[src/rtl/seed_load_ctrl_pkg.sv]
// Shared types for the LFSR front-end: debounce FSM state encoding and default seed width.
// Pure declarations; no latency, no flow control.
package lfsr_io_pkg;

  localparam int SEED_W_DEF = 8;

  typedef enum logic [1:0] {
    IDLE        = 2'd0,
    PRESS_CHK   = 2'd1,
    HELD        = 2'd2,
    RELEASE_CHK = 2'd3
  } state_t;

endpackage

[src/rtl/seed_load_ctrl_if.sv]
// Button/switch inputs and load/seed outputs between the panel and the LFSR stage.
// Plain wires; no latency, no backpressure (load is a fire-and-forget pulse).
interface seed_load_ctrl_if
  import lfsr_io_pkg::*;
#(
  parameter int SEED_W = SEED_W_DEF
);
  logic              btn_raw;
  logic [SEED_W-1:0] sw_raw;
  logic              load;
  logic [SEED_W-1:0] seed;
  logic              busy;
  logic [7:0]        press_cnt;

  modport master (
    output btn_raw, sw_raw,
    input  load, seed, busy, press_cnt
  );

  modport slave (
    input  btn_raw, sw_raw,
    output load, seed, busy, press_cnt
  );
endinterface

[src/rtl/seed_load_ctrl_sync2.sv]
// Two-flop synchroniser for asynchronous level inputs, any width.
// Latency 2 cycles; no backpressure.
module sync2 #(
  parameter int W = 1
) (
  input  logic         clk,
  input  logic         rst_n,
  input  logic [W-1:0] d,
  output logic [W-1:0] q
);
  logic [W-1:0] stage1;

  always_ff @(posedge clk or negedge rst_n) begin
    if (!rst_n) begin
      stage1 <= '0;
      q      <= '0;
    end else begin
      stage1 <= d;
      q      <= stage1;
    end
  end
endmodule

[src/rtl/seed_load_ctrl.sv]
// Debounced push-button to single-cycle LFSR load pulse with a captured switch seed.
// Load fires DB_CYCLES+2 edges after btn is first sampled high; no backpressure.
module seed_load_ctrl
  import lfsr_io_pkg::*;
#(
  parameter logic [15:0] DB_CYCLES = 16'd50000,
  parameter int          SEED_W    = SEED_W_DEF
) (
  input logic             clk,
  input logic             rst_n,
  seed_load_ctrl_if.slave io
);
  localparam int                CNT_W    = $clog2(DB_CYCLES);
  localparam logic [CNT_W-1:0]  CNT_LAST = CNT_W'(DB_CYCLES - 16'd1);

  logic              btn_s;
  logic [SEED_W-1:0] sw_s;

  sync2 #(.W(1)) u_sync_btn (
    .clk   (clk),
    .rst_n (rst_n),
    .d     (io.btn_raw),
    .q     (btn_s)
  );

  sync2 #(.W(SEED_W)) u_sync_sw (
    .clk   (clk),
    .rst_n (rst_n),
    .d     (io.sw_raw),
    .q     (sw_s)
  );

  state_t            state;
  state_t            state_nxt;
  logic [CNT_W-1:0]  cnt;
  logic              fire;
  logic              load_q;
  logic [SEED_W-1:0] seed_q;
  logic [7:0]        press_cnt_q;

  always_ff @(posedge clk or negedge rst_n) begin
    if (!rst_n) begin
      state <= IDLE;
    end else begin
      state <= state_nxt;
    end
  end

  always_comb begin
    state_nxt = state;
    fire      = 1'b0;
    case (state)
      IDLE: begin
        if (btn_s) state_nxt = PRESS_CHK;
      end
      PRESS_CHK: begin
        if (!btn_s) begin
          state_nxt = IDLE;
        end else if (cnt == CNT_LAST) begin
          state_nxt = HELD;
          fire      = 1'b1;
        end
      end
      HELD: begin
        if (!btn_s) state_nxt = RELEASE_CHK;
      end
      RELEASE_CHK: begin
        if (btn_s) begin
          state_nxt = HELD;
        end else if (cnt == CNT_LAST) begin
          state_nxt = IDLE;
        end
      end
      default: state_nxt = IDLE;
    endcase
  end

  // Counter restarts on any state change so each check window measures a stable level.
  always_ff @(posedge clk or negedge rst_n) begin
    if (!rst_n) begin
      cnt <= '0;
    end else if (state_nxt != state) begin
      cnt <= '0;
    end else begin
      cnt <= cnt + 1'b1;
    end
  end

  always_ff @(posedge clk or negedge rst_n) begin
    if (!rst_n) begin
      load_q      <= 1'b0;
      seed_q      <= '0;
      press_cnt_q <= 8'h00;
    end else begin
      load_q <= fire;
      if (fire) begin
        seed_q      <= sw_s;
        press_cnt_q <= press_cnt_q + 8'h01;
      end
    end
  end

  assign io.load      = load_q;
  assign io.seed      = seed_q;
  assign io.press_cnt = press_cnt_q;
  assign io.busy      = (state != IDLE);
endmodule
[src/flat_wrapper.sv]
// flat-port wrapper written by rule: the top's interface ports become plain ports
module seed_load_ctrl_flat import lfsr_io_pkg::*;
#(
  parameter logic [15:0] DB_CYCLES = 16'd50000,
  parameter int          SEED_W    = SEED_W_DEF
)
  (clk, rst_n, io_btn_raw, io_sw_raw, io_load, io_seed, io_busy, io_press_cnt);
  seed_load_ctrl_if #(.SEED_W(SEED_W)) io_i ();
  input logic clk;
  input logic rst_n;
  input wire logic [$bits(io_i.btn_raw)-1:0] io_btn_raw;
  input wire logic [$bits(io_i.sw_raw)-1:0] io_sw_raw;
  output wire logic [$bits(io_i.load)-1:0] io_load;
  output wire logic [$bits(io_i.seed)-1:0] io_seed;
  output wire logic [$bits(io_i.busy)-1:0] io_busy;
  output wire logic [$bits(io_i.press_cnt)-1:0] io_press_cnt;
  assign io_i.btn_raw = io_btn_raw;
  assign io_i.sw_raw = io_sw_raw;
  assign io_load = io_i.load;
  assign io_seed = io_i.seed;
  assign io_busy = io_i.busy;
  assign io_press_cnt = io_i.press_cnt;
  seed_load_ctrl #(.DB_CYCLES(DB_CYCLES), .SEED_W(SEED_W)) u_core (.clk(clk), .rst_n(rst_n), .io(io_i));
endmodule
[config.mk]
export PLATFORM = sky130hd
export DESIGN_NAME = seed_load_ctrl_flat
export DESIGN_NICKNAME = d
export VERILOG_FILES = /design/src/rtl/seed_load_ctrl_pkg.sv /design/src/rtl/seed_load_ctrl_if.sv /design/src/rtl/seed_load_ctrl_sync2.sv /design/src/rtl/seed_load_ctrl.sv /design/src/flat_wrapper.sv
export SDC_FILE = /design/constraint.sdc
export NUM_CORES = 1
export LEC_CHECK = 0
export BUFFER_PORTS_ARGS = -buffer_cell sky130_fd_sc_hd__buf_2
export CAP_MARGIN = 20
export CORE_MARGIN = 3
export CORE_UTILIZATION = 35
export DETAILED_ROUTE_END_ITERATION = 16
export PLACE_DENSITY_LB_ADDON = 0.2
export SYNTH_ARGS = -nofsm -noshare
export SYNTH_HDL_FRONTEND = slang
export SYNTH_SLANG_ARGS = --single-unit
[constraint.sdc]
create_clock -name clk -period 3.1 [get_ports clk]
set_input_delay 0.31 -clock clk [delete_from_list [all_inputs] [get_ports clk]]
set_output_delay 0.31 -clock clk [all_outputs]
set_load 0.01 [all_outputs]
Yosys cells after proc, flatten, opt, wreduce, memory -nomap -nowiden:

Index checks and enable logic that the tools add are counted.

* eq/ne operators: 5
* multiplexer cells: 11
* $add $sub $neg: 2
* reductions and logical operators: 2

Operator list (count)
* adder 16 x 1 -> 16 bit, second input constant: 1
* == test 16 bit, second input constant: 1
* 2-to-1 mux 16 bit: 1
* 2-to-1 mux 2 bit: 6
* adder 8 x 1 -> 8 bit, second input constant: 1
* one-hot mux 2 bit (4 select lines): 1
* == test 2 bit, second input constant: 2
* 2-to-1 mux 1 bit: 3
* == test 2 x 1 -> 1 bit, second input constant: 1
* zero test 2 bit: 1
* inequality test 2 bit: 1
* nonzero test 2 bit: 1

* output and inout bits: 18
* register bits: 53
* word-level logic and storage cells: 29

Logic depth before layout (Yosys ltp):

* depth in word-level cells: 6
* depth in mapped cells: 7

Cells and area by module:

A second synthesis with hierarchy kept.

* cells, all modules: 157
* area total of the unflattened synthesis: 2053.2 µm²

Modules (own cells, without submodules)
* seed_load_ctrl: cells each 139, seq. area each 875.8 µm², area each 1602.8 µm², times used 1
* sync2 at u_core.u_sync_sw: cells each 16, seq. area each 400.4 µm², area each 400.4 µm², times used 1
* sync2 at u_core.u_sync_btn: cells each 2, seq. area each 50.0 µm², area each 50.0 µm², times used 1

Least setup slack after synthesis:

No wires, ideal clock.

* kind: register to register
* start: register u_core.cnt[4]
* end: register u_core.press_cnt_q[1], in the netlist u_core.io.press_cnt[1]
* setup slack: 915 ps
* period minus slack after synthesis: 2185 ps
* setup time: 125 ps
* cell stages (with the launch flop): 7
* data arrival time: 2060 ps
* path through: dfrtp_1 or4_1 or3_1 buf_6 or2_1 buf_6 mux2_4

* longest elaborated chain between the ends: 4

Ends and longest elaborated chain
* start, declared: line seed_load_ctrl.sv:35 `logic [CNT_W-1:0] cnt;`
* start signal, assigned: line seed_load_ctrl.sv:85 `cnt <= cnt + 1'b1;`
* == test 16 bit: line seed_load_ctrl.sv:59 `end else if (cnt == CNT_LAST) begin`
* 2-to-1 mux 1 bit: line seed_load_ctrl.sv:59
* 2-to-1 mux 1 bit: line seed_load_ctrl.sv:57 `if (!btn_s) begin`
* 2-to-1 mux 1 bit: line seed_load_ctrl.sv:52 `case (state)`
* end signal, assigned: line seed_load_ctrl.sv:98 `press_cnt_q <= press_cnt_q + 8'h01;`
* end, declared: line seed_load_ctrl.sv:39 `logic [7:0] press_cnt_q;`

Every way passes these cells.
A chain may end at the register's enable or synchronous reset.

Final worst setup path:

* start: register u_core.cnt[0]
* end: register u_core.seed_q[2], in the netlist u_core.io.seed[2]

* longest elaborated chain between the ends: 4

Ends and longest elaborated chain
* == test 16 bit: line seed_load_ctrl.sv:59
* 2-to-1 mux 1 bit: line seed_load_ctrl.sv:59
* 2-to-1 mux 1 bit: line seed_load_ctrl.sv:57
* 2-to-1 mux 1 bit: line seed_load_ctrl.sv:52
* end signal, assigned: line seed_load_ctrl.sv:97 `seed_q <= sw_s;`
* end, declared: line seed_load_ctrl.sv:38 `logic [SEED_W-1:0] seed_q;`

Every way passes these cells.

==> summary.md <==
| Metric | Value |
|---|---|
| Outcome | finished clean |
| WP data required | 3.30 ns |
| Final hold vios | 0 |
| Postcts setup bufs | 0 |
| Syn Std Cell Area | 0.00212 mm2 |
| Worst r2r path cells | 5 |
| Synthesis warning total | 0 |
| Hold_buf cts | 0 |
| Clk Latency, worst-skew pair | 0.30 ns |
| Hold Path Class | in2async |
| Fraction of registers with async set/reset | 1.00 |
| Routed len/inst | 14.0 um |
| Residual DRC count | 0 |
| Arr. time, crit path | 2.67 ns |
| Period utilization | 0.796 |
| Worst-Margin Slew | 0.829 ns |
| Diode count | 0 |
| Initial core utilization | 0.374 |
| Die ar. | 0.00703 mm2 |
| Syn_nets | 180 |
| Final Critical Period | 2.47 ns |
| FF-to-FF Start | u_core.cnt[0] |
| FF+latch count, synth | 53 |
| Die Y | 83.8 um |
| GRT Overall Usage | 0.119 |
| Maximum vdd drop | 0.249 mV |
| Unique masters post-synth | 31 |
| Final worst setup slack | 0.632 ns |
| Initial antenna violation count | 0 |
| Final setup vio count | 0 |
| Clock slew seen by the registers of the worst setup and hold paths | 0.10 ns |
| Leak pwr | 1.16 nW |
| Crit path max fanout | 10 |
| Synth Instances | 167 |
| Initial drt markers | 92 |
| Net count, final | 211 |
| Die extent in x | 83.8 um |
| Vias in the first global route | 1408 |
| R2R setup slack | 0.63 ns |
| PostCTS Resize Cnt | 0 |
| Sequential area share after synthesis | 0.625 |
| Hold WS | 0.0924 ns |
| End of the worst register-to-register path | u_core.io.seed[2] |
| Clk buf depth | 2 |
| Final Max Tran Viols | 0 |
| Power per cell area | 506 mW/mm2 |
| Setup crit start kind | flip-flop |
| Final WL | 3790 um |
| Clk_skew | 0.00412 ns |
| IO Count | 29 |
| RePlAce Congestion | 0.823 |
| Vias | 1315 |
| CTS tree | built |
| Core Area | 0.00568 mm2 |
| Setup TNS Final | 0 ns |
| Relative slew slack | 0.447 |
| Post-synth EDFFs | 0 |
| Area growth syn-to-layout | 15.2% |
| Global-route wire length before repair | 6800 um |
| Max Clk Rate | 0.405 GHz |
| Drt via density | 4.85 |
| Placement row count | 27 |
| Clk sinks | 53 |
| Port Buffers | 28 |
| H-tree level count | 2 |
| Root buffer cell | clkbuf_8 |
| Number of CTS-inserted buffers | 5 |
| Syn Area/Cell | 12.7 um2 |
| Post-route ant nets | 0 |
| Largest net degree at the start of global routing | 39 |
| Grt ovf | 0 |
| TritonRoute pass-1 iters | 4 |
| Ys flop type | dfrtp_1 |
| RSZ-0062 raised after global routing | no |
| Layout cell share with drive strength beyond 1 | 0.246 |
| Max Cap Viol | 0 |
| Post-DP HPWL | 2670 um |
| Pre-CTS WS | 0.652 ns |
| CP Class | reg2reg |
| CP Capture Type | flip-flop |
-- critical path, stage by stage (launching register included) --
cell and delay, ns:
dfrtp_1 0.40, ha_1 0.26, nand3_1 0.17, or4b_1 0.66
or2_1 0.49, mux2_4 0.38
-- cells by family after synthesis --
kind of cell	after synthesis	share of synthesized area
DFF	53	0.625
adders and majority gates	2	0.0118
xor gates and xnor gates	20	0.0826
AOI/OAI and AO/OA	22	0.0560
and+or+nand+nor	50	0.133
muxes	9	0.0637
buffers and inverters	11	0.0271
-- where the power goes --
group          internal, mW  switching [mW]  leakage (nW)  total, mW
logic                0.0126          0.0261         0.402     0.0387
registers             0.707         0.00814         0.694      0.715
clock network         0.247           0.236        0.0591      0.483
total                 0.966           0.270          1.16       1.24
-- cell usage after synthesis, types with 4 or more instances --
cell type	count	area [um2]
dfrtp_1	53	1330
a21oi_1	13	65.1
xnor2_1	12	105
mux2_4	9	135
nand3_1	8	40.0
xor2_1	8	70.1
nand2_1	7	26.3
nor3_1	7	35.0
nor4_1	7	43.8
inv_1	5	18.8
nand4_1	5	31.3
o21ai_0	4	20.0
-- cell usage in the layout, fill, tap and decap left out, types with 5 or more instances in the layout --
cell type and n:
dfrtp_1 53, inv_1 5, nand2_1 7, clkbuf_8 5, mux2_4 9, buf_2 28
nor3_1 7, nor4_1 7, nand4_1 5, nand3_1 8, xnor2_1 12, a21oi_1 13
xor2_1 8
-- flip-flops by register name, summed over array words and instances (netlist names) --
signal,flops
u_core.cnt,16
u_core.io.load,1
u_core.io.press_cnt,8
u_core.io.seed,8
u_core.state,2
u_core.u_sync_btn.q,1
u_core.u_sync_btn.stage1,1
u_core.u_sync_sw.q,8
u_core.u_sync_sw.stage1,8
-- how the worst max path moves through the flow --
stage,start,end
after floorplan,u_core.cnt[4],u_core.io.press_cnt[1]
after global placement,u_core.cnt[4],u_core.io.seed[0]
after detailed placement,u_core.cnt[0],u_core.io.seed[2]
after CTS,u_core.cnt[0],u_core.io.seed[2]
after global routing,u_core.cnt[0],u_core.io.seed[4]
final,u_core.cnt[0],u_core.io.seed[2]
-- per-stage QoR --
stage | total power, mW | util | cells | area, um2
2_1_floorplan | 0.741 | - | 167 | 2120
3_3_place_gp | 0.767 | 0.410 | 263 | 2330
3_5_place_dp | 0.769 | 0.410 | 263 | 2330
4_1_cts | 1.26 | 0.431 | 271 | 2440
5_1_grt | 1.30 | 0.431 | 271 | 2440
6_report | 1.24 | 0.431 | 271 | 2440
-- per-layer routing --
metal	part of all wire	global-route usage	vias to the layer above
li1	-	-	649
met1	0.46	0.153	641
met2	0.49	0.194	21
met5	0	0	-
met3	0.038	0.0346	4
met4	0.0098	0.0395	0
-- final cells by class --
type                    instances  area (um2)
repair buffers                 30         155
well taps                      72        90.1
flip-flops and latches         53        1330
fillers                       554        3230
clock buffers                   5        68.8
clock inverters                 3        47.5
inverters                       5        18.8
multi-input cells             103         737
No activity file was read; power rests on OpenSTA's default activity.
